### config.mk
export PLATFORM = sky130hd
export DESIGN_NAME = l1_miss_ctrl
export DESIGN_NICKNAME = d
export VERILOG_FILES = /design/src/rtl/l1_cache_pkg.sv /design/src/rtl/l1_stat_counter.sv /design/src/rtl/l1_miss_ctrl.sv
export SDC_FILE = /design/constraint.sdc
export NUM_CORES = 1
export LEC_CHECK = 0
export ABC_AREA = 1
export CAP_MARGIN = 20
export CELL_PAD_IN_SITES_DETAIL_PLACEMENT = 0
export CELL_PAD_IN_SITES_GLOBAL_PLACEMENT = 1
export CORE_MARGIN = 8
export CORE_UTILIZATION = 27
export DETAILED_ROUTE_END_ITERATION = 7
export MAX_ROUTING_LAYER = met4
export PLACE_DENSITY_LB_ADDON = 0.1
export SYNTH_ARGS = -nofsm -noshare
export SYNTH_HDL_FRONTEND = slang
export SYNTH_SLANG_ARGS = --single-unit
### constraint.sdc
create_clock -name clk -period 1.3 [get_ports clk]
set_input_delay 0.26 -clock clk [delete_from_list [all_inputs] [get_ports clk]]
set_output_delay 0.26 -clock clk [all_outputs]
set_load 0.005 [all_outputs]
### src/rtl/l1_cache_pkg.sv
// ---------------------------------------------------------------------------
// l1_cache_pkg : shared types and constants for the L1 miss controller.
// Rev 1.0
// ---------------------------------------------------------------------------
`default_nettype none

package l1_cache_pkg;

  localparam int WAYS       = 8;
  localparam int WAY_W      = $clog2(WAYS);
  // 64-byte cache lines: fills are issued on this alignment
  localparam int LINE_OFF_W = 6;

  typedef enum logic [2:0] {
    ST_IDLE      = 3'd0,
    ST_LOOKUP    = 3'd1,
    ST_CHECK     = 3'd2,
    ST_WB_REQ    = 3'd3,
    ST_WB_WAIT   = 3'd4,
    ST_FILL_REQ  = 3'd5,
    ST_FILL_WAIT = 3'd6,
    ST_UPDATE    = 3'd7
  } st_e;

  typedef enum logic {
    MEM_FILL = 1'b0,
    MEM_WB   = 1'b1
  } mem_op_e;

endpackage

`default_nettype wire

### src/rtl/l1_stat_counter.sv
// ---------------------------------------------------------------------------
// l1_stat_counter : saturating event counter, sticks at all-ones.
// Rev 1.0
// ---------------------------------------------------------------------------
`default_nettype none

module l1_stat_counter #(
  parameter int W = 16
) (
  input  logic         clk,
  input  logic         rst_n,
  input  logic         inc_i,
  output logic [W-1:0] count_o
);

  logic [W-1:0] count_q;
  logic [W-1:0] count_d;

  always_comb begin
    count_d = count_q;
    if (inc_i && (count_q != '1)) begin
      count_d = count_q + W'(1);
    end
  end

  always_ff @(posedge clk or negedge rst_n) begin
    if (!rst_n) begin
      count_q <= '0;
    end else begin
      count_q <= count_d;
    end
  end

  assign count_o = count_q;

endmodule

`default_nettype wire

### src/rtl/l1_miss_ctrl.sv
// ---------------------------------------------------------------------------
// l1_miss_ctrl : single-request L1 sequencer (lookup, writeback, fill, install).
// Optional macro MISS_STATS_EN adds saturating hit/miss counters. Rev 1.0
// ---------------------------------------------------------------------------
`default_nettype none

module l1_miss_ctrl #(
  parameter int ADDR_W = 32,
  parameter int WAYS   = 8,
  parameter int STAT_W = 16,
  localparam int WAY_W = $clog2(WAYS)
) (
  input  logic              clk,
  input  logic              rst_n,
  input  logic              req_valid_i,
  output logic              req_ready_o,
  input  logic [ADDR_W-1:0] req_addr_i,
  input  logic              req_we_i,
  output logic              resp_valid_o,
  output logic              resp_hit_o,
  output logic              tag_lookup_en_o,
  output logic [ADDR_W-1:0] tag_addr_o,
  input  logic              tag_hit_i,
  input  logic [WAY_W-1:0]  tag_hit_way_i,
  input  logic              tag_victim_dirty_i,
  input  logic [ADDR_W-1:0] tag_victim_addr_i,
  output logic              tag_wr_en_o,
  output logic [WAY_W-1:0]  tag_wr_way_o,
  output logic              tag_wr_dirty_o,
  output logic              lru_access_valid_o,
  output logic [WAY_W-1:0]  lru_access_way_o,
  input  logic [WAY_W-1:0]  lru_evict_way_i,
  output logic              mem_req_valid_o,
  input  logic              mem_req_ready_i,
  output logic              mem_req_we_o,
  output logic [ADDR_W-1:0] mem_req_addr_o,
`ifdef MISS_STATS_EN
  output logic [STAT_W-1:0] stat_hits_o,
  output logic [STAT_W-1:0] stat_misses_o,
`endif
  input  logic              mem_resp_valid_i
);

  import l1_cache_pkg::*;

  st_e               state_q, state_d;
  logic [ADDR_W-1:0] addr_q, addr_d;
  logic              we_q, we_d;
  logic              hit_q, hit_d;
  logic [WAY_W-1:0]  way_q, way_d;
  mem_op_e           mreq_we_q, mreq_we_d;
  logic [ADDR_W-1:0] mreq_addr_q, mreq_addr_d;

  logic              ready_q, ready_d;
  logic              lookup_q, lookup_d;
  logic              mreq_valid_q, mreq_valid_d;
  logic              upd_q, upd_d;
  logic              tag_wr_q, tag_wr_d;

  logic [ADDR_W-1:0] fill_addr;
  assign fill_addr = {addr_q[ADDR_W-1:LINE_OFF_W], {LINE_OFF_W{1'b0}}};

  always_comb begin
    state_d     = state_q;
    addr_d      = addr_q;
    we_d        = we_q;
    hit_d       = hit_q;
    way_d       = way_q;
    mreq_we_d   = mreq_we_q;
    mreq_addr_d = mreq_addr_q;

    unique case (state_q)
      ST_IDLE: begin
        if (req_valid_i) begin
          state_d = ST_LOOKUP;
          addr_d  = req_addr_i;
          we_d    = req_we_i;
        end
      end
      ST_LOOKUP: state_d = ST_CHECK;
      ST_CHECK: begin
        // Victim way and address are captured here so later LRU movement
        // cannot redirect a miss that is already in progress.
        hit_d = tag_hit_i;
        if (tag_hit_i) begin
          way_d   = tag_hit_way_i;
          state_d = ST_UPDATE;
        end else begin
          way_d = lru_evict_way_i;
          if (tag_victim_dirty_i) begin
            state_d     = ST_WB_REQ;
            mreq_we_d   = MEM_WB;
            mreq_addr_d = tag_victim_addr_i;
          end else begin
            state_d     = ST_FILL_REQ;
            mreq_we_d   = MEM_FILL;
            mreq_addr_d = fill_addr;
          end
        end
      end
      ST_WB_REQ: begin
        if (mem_req_ready_i) state_d = ST_WB_WAIT;
      end
      ST_WB_WAIT: begin
        if (mem_resp_valid_i) begin
          state_d     = ST_FILL_REQ;
          mreq_we_d   = MEM_FILL;
          mreq_addr_d = fill_addr;
        end
      end
      ST_FILL_REQ: begin
        if (mem_req_ready_i) state_d = ST_FILL_WAIT;
      end
      ST_FILL_WAIT: begin
        if (mem_resp_valid_i) state_d = ST_UPDATE;
      end
      ST_UPDATE: state_d = ST_IDLE;
      default:   state_d = ST_IDLE;
    endcase
  end

  // Strobes are decoded from the next state so they leave a flop directly.
  always_comb begin
    ready_d      = (state_d == ST_IDLE);
    lookup_d     = (state_d == ST_LOOKUP);
    mreq_valid_d = (state_d == ST_WB_REQ) || (state_d == ST_FILL_REQ);
    upd_d        = (state_d == ST_UPDATE);
    tag_wr_d     = upd_d && (we_d || !hit_d);
  end

  always_ff @(posedge clk or negedge rst_n) begin
    if (!rst_n) begin
      state_q      <= ST_IDLE;
      addr_q       <= '0;
      we_q         <= 1'b0;
      hit_q        <= 1'b0;
      way_q        <= '0;
      mreq_we_q    <= MEM_FILL;
      mreq_addr_q  <= '0;
      ready_q      <= 1'b1;
      lookup_q     <= 1'b0;
      mreq_valid_q <= 1'b0;
      upd_q        <= 1'b0;
      tag_wr_q     <= 1'b0;
    end else begin
      state_q      <= state_d;
      addr_q       <= addr_d;
      we_q         <= we_d;
      hit_q        <= hit_d;
      way_q        <= way_d;
      mreq_we_q    <= mreq_we_d;
      mreq_addr_q  <= mreq_addr_d;
      ready_q      <= ready_d;
      lookup_q     <= lookup_d;
      mreq_valid_q <= mreq_valid_d;
      upd_q        <= upd_d;
      tag_wr_q     <= tag_wr_d;
    end
  end

  assign req_ready_o        = ready_q;
  assign resp_valid_o       = upd_q;
  assign resp_hit_o         = hit_q;
  assign tag_lookup_en_o    = lookup_q;
  assign tag_addr_o         = addr_q;
  assign tag_wr_en_o        = tag_wr_q;
  assign tag_wr_way_o       = way_q;
  assign tag_wr_dirty_o     = we_q;
  assign lru_access_valid_o = upd_q;
  assign lru_access_way_o   = way_q;
  assign mem_req_valid_o    = mreq_valid_q;
  assign mem_req_we_o       = mreq_we_q;
  assign mem_req_addr_o     = mreq_addr_q;

`ifdef MISS_STATS_EN
  logic cnt_hit, cnt_miss;
  assign cnt_hit  = (state_q == ST_UPDATE) && hit_q;
  assign cnt_miss = (state_q == ST_UPDATE) && !hit_q;

  l1_stat_counter #(.W(STAT_W)) u_stat_hits (
    .clk     (clk),
    .rst_n   (rst_n),
    .inc_i   (cnt_hit),
    .count_o (stat_hits_o)
  );

  l1_stat_counter #(.W(STAT_W)) u_stat_misses (
    .clk     (clk),
    .rst_n   (rst_n),
    .inc_i   (cnt_miss),
    .count_o (stat_misses_o)
  );
`else
  logic unused_stat_w;
  assign unused_stat_w = (STAT_W > 0);
`endif

endmodule

`default_nettype wire

==> run metrics, run 1 <==
worst slack at placement=-0.297 ns; fin crit share=115%; Synth area leader=dfrtp_1; Final setup viols=73; Mapped Area=0.00359 mm2; most area-consuming cells after synthesis=dfrtp_1, nand2_1, o211ai_2; post-DP HPWL=8500 um; Slew headroom=75.0%; fin crit period=1.49 ns; Critical Path Sink Type=register; height of the die=131 um; critical path type=reg -> reg; Setup Skew=0.00536 ns; clk slew on worst S/H paths=0.06 ns; Clock Tree Root=clkbuf_16; worst skew pair latency=0.34 ns; Worst Slack Setup Final=-0.191 ns; vias in the first global route=3872; commonest non-fill, non-tap cell in the layout=nand2_1; final hold violations=0; Initial Utilization=27.4%; largest family of logic cells by synthesized area=simple AND/OR/NAND/NOR gates; Synth Flop Type=dfrtp_1; status=complete, but fails checks; CP max-delay cell=dfrtp_2; CP Launch Point=state_q[0]$_DFF_PN0_; crit-path max FO=7; TritonCTS clock tree=yes; maxcap violations=0; pin count of the biggest net entering global routing=24; CP peak stage delay=0.45 ns; Worst-Margin Slew=0.374 ns; Synth Area in XOR/XNOR=0%; Final GP Congestion=0.773; DIE AREA=0.0173 mm2; FMAX=0.671 GHz; leakage=3.42 nW; gr ovfl total=0; power density cells=2360 mW/mm2; worst hold-check path type=in -> async; simple logic cell fraction of the synthesized area=24.3%; CTS Buffer Depth=2; CP cell instances=buf_4 > nor2_4 > nand2_4 > nand2_4 > nand2_8 > buf_8 > clkbuf_16 > nand2_1 > nand2_1; Final Non-Filler Cells=801; syn_nets=475; CTS Buf Count=9; failing checks=setup timing; VDD IR max=1.13 mV; Setup TNS=-9.69 ns; complex-gate fraction of the synthesized area=12.3%; synth unique cells=24; antenna diode instance count=0; vias per cell=4.41; nets=699; worst r2r src=state_q[0]$_DFF_PN0_; area growth from synthesis to layout=93.0%; std cell rows=42; RSZ-0062 raised after global routing=true; overall power=0.0164 W; register area share after synthesis=54.3%; Async SR Flop Fraction=100%; final wirelength=14000 um; Post-synth EDFFs=0; vias post-DR=3534; syn avg cell area=9.05 um2; ANT nets after route=0; Synth Register Bits=78; Critical Path AT=1.71 ns; Startpoint Class=register; Routed WL per cell=17.5 um; clock sink count=78; cells after synthesis=397; CORE AREA=0.0131 mm2; GRT Total Usage=15.7%; CP Data Required Time=1.52 ns; mux contribution to synthesized area=0%; Die X=131 um; Ys Warns=0; top-area cell type share of the netlist area=53.6%; H-tree depth=3; DRC viols=0; First-pass DRT Iterations=4; io pins=157; share of cells above drive strength 1=39.0%; dpl cells=732; first-pass GRT wire length=20900 um; max-slew violation count=0; IO Port Bufs=156; Synth Area in Adders=0%; most frequent cells in the layout=nand2_1, clkdlybuf4s50_1, dfrtp_1; initial antenna violation count=0; First DRT Iteration DRCs=121; Util after Layout=52.8%
-- logic make-up after synthesis --
kind of cell	count (synthesis)
AO/OA/AOI/OAI	53
AND/OR/NAND/NOR	208
flip-flops	78
buffers and inverters	58
-- power by group --
part           switching (W)  total (W)  internal (W)
clock network       0.000994    0.00247       0.00147
registers           0.000745    0.00436       0.00361
logic                0.00449    0.00955       0.00506
-- registers in the layout, summed over array words and instances (netlist names) --
name	flops
tag_wr_dirty_o	1
mem_req_valid_o	1
tag_addr_o	32
state_q	3
req_ready_o	1
lru_access_valid_o	1
lru_access_way_o	3
mem_req_we_o	1
tag_lookup_en_o	1
tag_wr_en_o	1
mem_req_addr_o	32
resp_hit_o	1
-- stage by stage --
step	cell area [um2]	hold slack, ns
floorplan	3600	-0.0356
global placement	5490	0.200
detailed placement	5490	0.198
CTS	6380	0.386
global route	6940	0.402
finish	6940	0.383
-- Yosys cell counts (5+ instances only) --
cell type / number
nor2_1: 19
o21ai_1: 5
buf_4: 5
nand3_1: 16
buf_2: 8
o211ai_2: 21
dfrtp_1: 77
nand2_1: 162
o21ai_0: 19
o21a_1: 5
buf_6: 5
inv_1: 32
-- metal layers --
layer	track usage (%)	vias up	share of wire, %
li1	-	1707	-
met3	4.46	13	6.1
met2	24.5	117	49
met4	5.49	0	1.4
met1	19.0	1697	44
met5	-	-	0
-- worst paths after layout --
path | to | slack (ns) | cells past startpoint
worst max-delay path | mem_req_addr_o[14]$_DFFE_PN0P_ | -0.19 | 9
worst min-delay path | mem_req_addr_o[16]$_DFFE_PN0P_ | 0.38 | 2
worst max register to register | mem_req_addr_o[14]$_DFFE_PN0P_ | -0.19 | 9
worst min register to register | tag_addr_o[3]$_DFFE_PN0P_ | 0.46 | 2
max in group asynchronous | mem_req_addr_o[14]$_DFFE_PN0P_ | 0.44 | 3
min in group clk | tag_addr_o[2]$_DFFE_PN0P_ | 0.45 | 3
-- repair_timing --
item | 4_1_cts | 5_1_grt
gates cloned | 9 | 9
hold buffers | 1 | 0
setup buffers | 31 | 11
hold endpoints to repair | 16 | 0
resized for setup | 152 | 152
pin swaps | 29 | 20
endpoints found under the setup margin | 148 | 81
-- critical path, delay by kind of cell, from the launching register on --
kind          cells  cell delay, ns
buf+inv           3            0.47
flops             1            0.45
simple gates      6            0.45
-- area by class of cell --
type | instances | area [um2]
clock buffer | 11 | 233
clock inverter | 4 | 48.8
fill | 1231 | 6200
inverter | 36 | 165
multi-input combinational | 261 | 1790
sequential | 78 | 1960
tap | 176 | 220
timing repair buffer | 233 | 2510
timing repair inverter | 2 | 17.5
Power figures use the tool's default switching activity.
==> run 2, diff against run 1 <==
--- a/config.mk
+++ b/config.mk
@@ -10,10 +10,11 @@
 export CELL_PAD_IN_SITES_DETAIL_PLACEMENT = 0
 export CELL_PAD_IN_SITES_GLOBAL_PLACEMENT = 1
 export CORE_MARGIN = 8
-export CORE_UTILIZATION = 27
+export CORE_UTILIZATION = 30
 export DETAILED_ROUTE_END_ITERATION = 7
 export MAX_ROUTING_LAYER = met4
 export PLACE_DENSITY_LB_ADDON = 0.1
+export SETUP_SLACK_MARGIN = 0.15
 export SYNTH_ARGS = -nofsm -noshare
 export SYNTH_HDL_FRONTEND = slang
 export SYNTH_SLANG_ARGS = --single-unit
==> constraint.sdc (replaced) <==
create_clock -name clk -period 1.45 [get_ports clk]
set_input_delay 0.29 -clock clk [delete_from_list [all_inputs] [get_ports clk]]
set_output_delay 0.29 -clock clk [all_outputs]
set_load 0.005 [all_outputs]
==> run metrics, run 2 (same netlist as run 1, synthesis figures left out) <==
final hold violations=0; DRC viols=0; Final Non-Filler Cells=761; Routed WL per cell=16.1 um; share of cells above drive strength 1=26.9%; First DRT Iteration DRCs=113; Critical Path Sink Type=register; final wirelength=12300 um; dpl cells=700; Initial Utilization=30.3%; failing checks=setup timing; commonest non-fill, non-tap cell in the layout=nand2_1; # fillers=1110; GRT Total Usage=15.9%; worst r2r src=state_q[0]$_DFF_PN0_; std cell rows=40; pin count of the biggest net entering global routing=39; Startpoint Class=register; critical path type=reg -> reg; CTS Buf Count=9; status=complete, but fails checks; Critical Path AT=1.69 ns; leakage=3.20 nW; fin crit share=101%; Clock Tree Root=clkbuf_16; Die X=125 um; worst skew pair latency=0.33 ns; overall power=0.0136 W; clock sink count=78; initial antenna violation count=0; CTS Buffer Depth=2; Worst Slack Setup Final=-0.0213 ns; DIE AREA=0.0157 mm2; area growth from synthesis to layout=78.8%; CORE AREA=0.0119 mm2; VDD IR max=0.841 mV; crit-path max FO=6; most frequent cells in the layout=nand2_1, clkdlybuf4s50_1, dfrtp_1; Setup TNS=-0.0681 ns; CP Data Required Time=1.66 ns; fin crit period=1.47 ns; worst hold-check path type=in -> async; Setup Skew=0.00413 ns; nets=687; RSZ-0062 raised after global routing=true; First-pass DRT Iterations=4; Final setup viols=12; io pins=157; antenna diode instance count=0; H-tree depth=3; vias post-DR=3344; CP Launch Point=state_q[0]$_DFF_PN0_; Worst-Margin Slew=0.338 ns; Slew headroom=77.5%; height of the die=125 um; vias per cell=4.39; Final GP Congestion=0.720; maxcap violations=0; TritonCTS clock tree=yes; vias in the first global route=3687; post-DP HPWL=8520 um; FMAX=0.680 GHz; clk slew on worst S/H paths=0.06 ns; gr ovfl total=0; worst hold margin=0.412 ns; IO Port Bufs=156; ANT nets after route=0; power density cells=2120 mW/mm2; first-pass GRT wire length=19500 um; max-slew violation count=0
## run 2: repair_timing
item / in CTS / in global routing
pin swaps: 12 / 7
hold endpoints to repair: 18 / 0
setup endpoints to repair: 148 / 99
gates resized for setup: 130 / 59
gates cloned: 5 / 3
setup buffers: 25 / 11
hold buffers: 1 / 0
## run 2: path summary, 6_finish.rpt
check,to,slack [ns],cells after the start
hold reg to reg,mem_req_addr_o[12]$_DFFE_PN0P_,0.47,2
min in group clk,mem_req_addr_o[12]$_DFFE_PN0P_,0.47,2
max in group asynchronous,tag_addr_o[18]$_DFFE_PN0P_,0.51,3
setup reg to reg,mem_req_addr_o[12]$_DFFE_PN0P_,-0.02,10
setup / recovery,mem_req_addr_o[12]$_DFFE_PN0P_,-0.02,10
hold / removal,mem_req_addr_o[10]$_DFFE_PN0P_,0.41,2
## run 2: area by class of cell
| cell class | count | area (um2) | share of cell area, % |
|---|---|---|---|
| Clock buffer | 12 | 256 | 3.99 |
| Clock inverter | 4 | 45.0 | 0.701 |
| Inverter | 36 | 155 | 2.41 |
| Multi-Input combinational cell | 261 | 1490 | 23.1 |
| Sequential cell | 78 | 1960 | 30.4 |
| Tap cell | 147 | 184 | 2.86 |
| Timing Repair Buffer | 222 | 2330 | 36.3 |
| Timing Repair inverter | 1 | 8.76 | 0.136 |
## run 2: metal layers
metal | GRT usage (%) | vias to the layer above | routed length [um]
met5 | - | - | 0
met4 | 5.16 | 0 | 106
met3 | 3.99 | 7 | 825
met2 | 25.7 | 90 | 5920
met1 | 19.0 | 1569 | 5420
li1 | - | 1678 | -
## run 2: critical path: stages, from the launching register on
cell and delay, ns:
dfrtp_2 0.45, inv_2 0.08, nand2_4 0.05, nor2_4 0.14, nand2_4 0.08, nand2_8 0.12, inv_12 0.05, buf_12 0.13
buf_12 0.13, o211ai_2 0.06, nand2_1 0.08
## run 2: power breakdown
part	internal (W)	leakage (nW)	total, W	switching, W
combinational	0.00404	2.09	0.00749	0.00345
sequential	0.00324	0.960	0.00386	0.000623
clock	0.00142	0.152	0.00229	0.000871
total	0.00870	3.20	0.0136	0.00494
## run 2: through the flow
step | setup slack [ns] | util (%) | instance area, um2
6_report | -0.0213 | 54.2 | 6430
3_5_place_dp | -0.159 | 45.5 | 5400
5_1_grt | -0.0929 | 54.2 | 6430
3_3_place_gp | -0.161 | 45.5 | 5400
4_1_cts | -0.0249 | 51.6 | 6120
2_1_floorplan | 0.105 | - | 3600
==> run 3, diff against run 2 <==
--- a/config.mk
+++ b/config.mk
@@ -11,7 +11,9 @@
 export CELL_PAD_IN_SITES_GLOBAL_PLACEMENT = 1
 export CORE_MARGIN = 8
 export CORE_UTILIZATION = 30
+export CTS_CLUSTER_SIZE = 40
 export DETAILED_ROUTE_END_ITERATION = 7
+export GPL_ROUTABILITY_DRIVEN = 0
 export MAX_ROUTING_LAYER = met4
 export PLACE_DENSITY_LB_ADDON = 0.1
 export SETUP_SLACK_MARGIN = 0.15
==> results of run 3 <==
The final DEF is identical to that of run 2; final timing and power are the same.
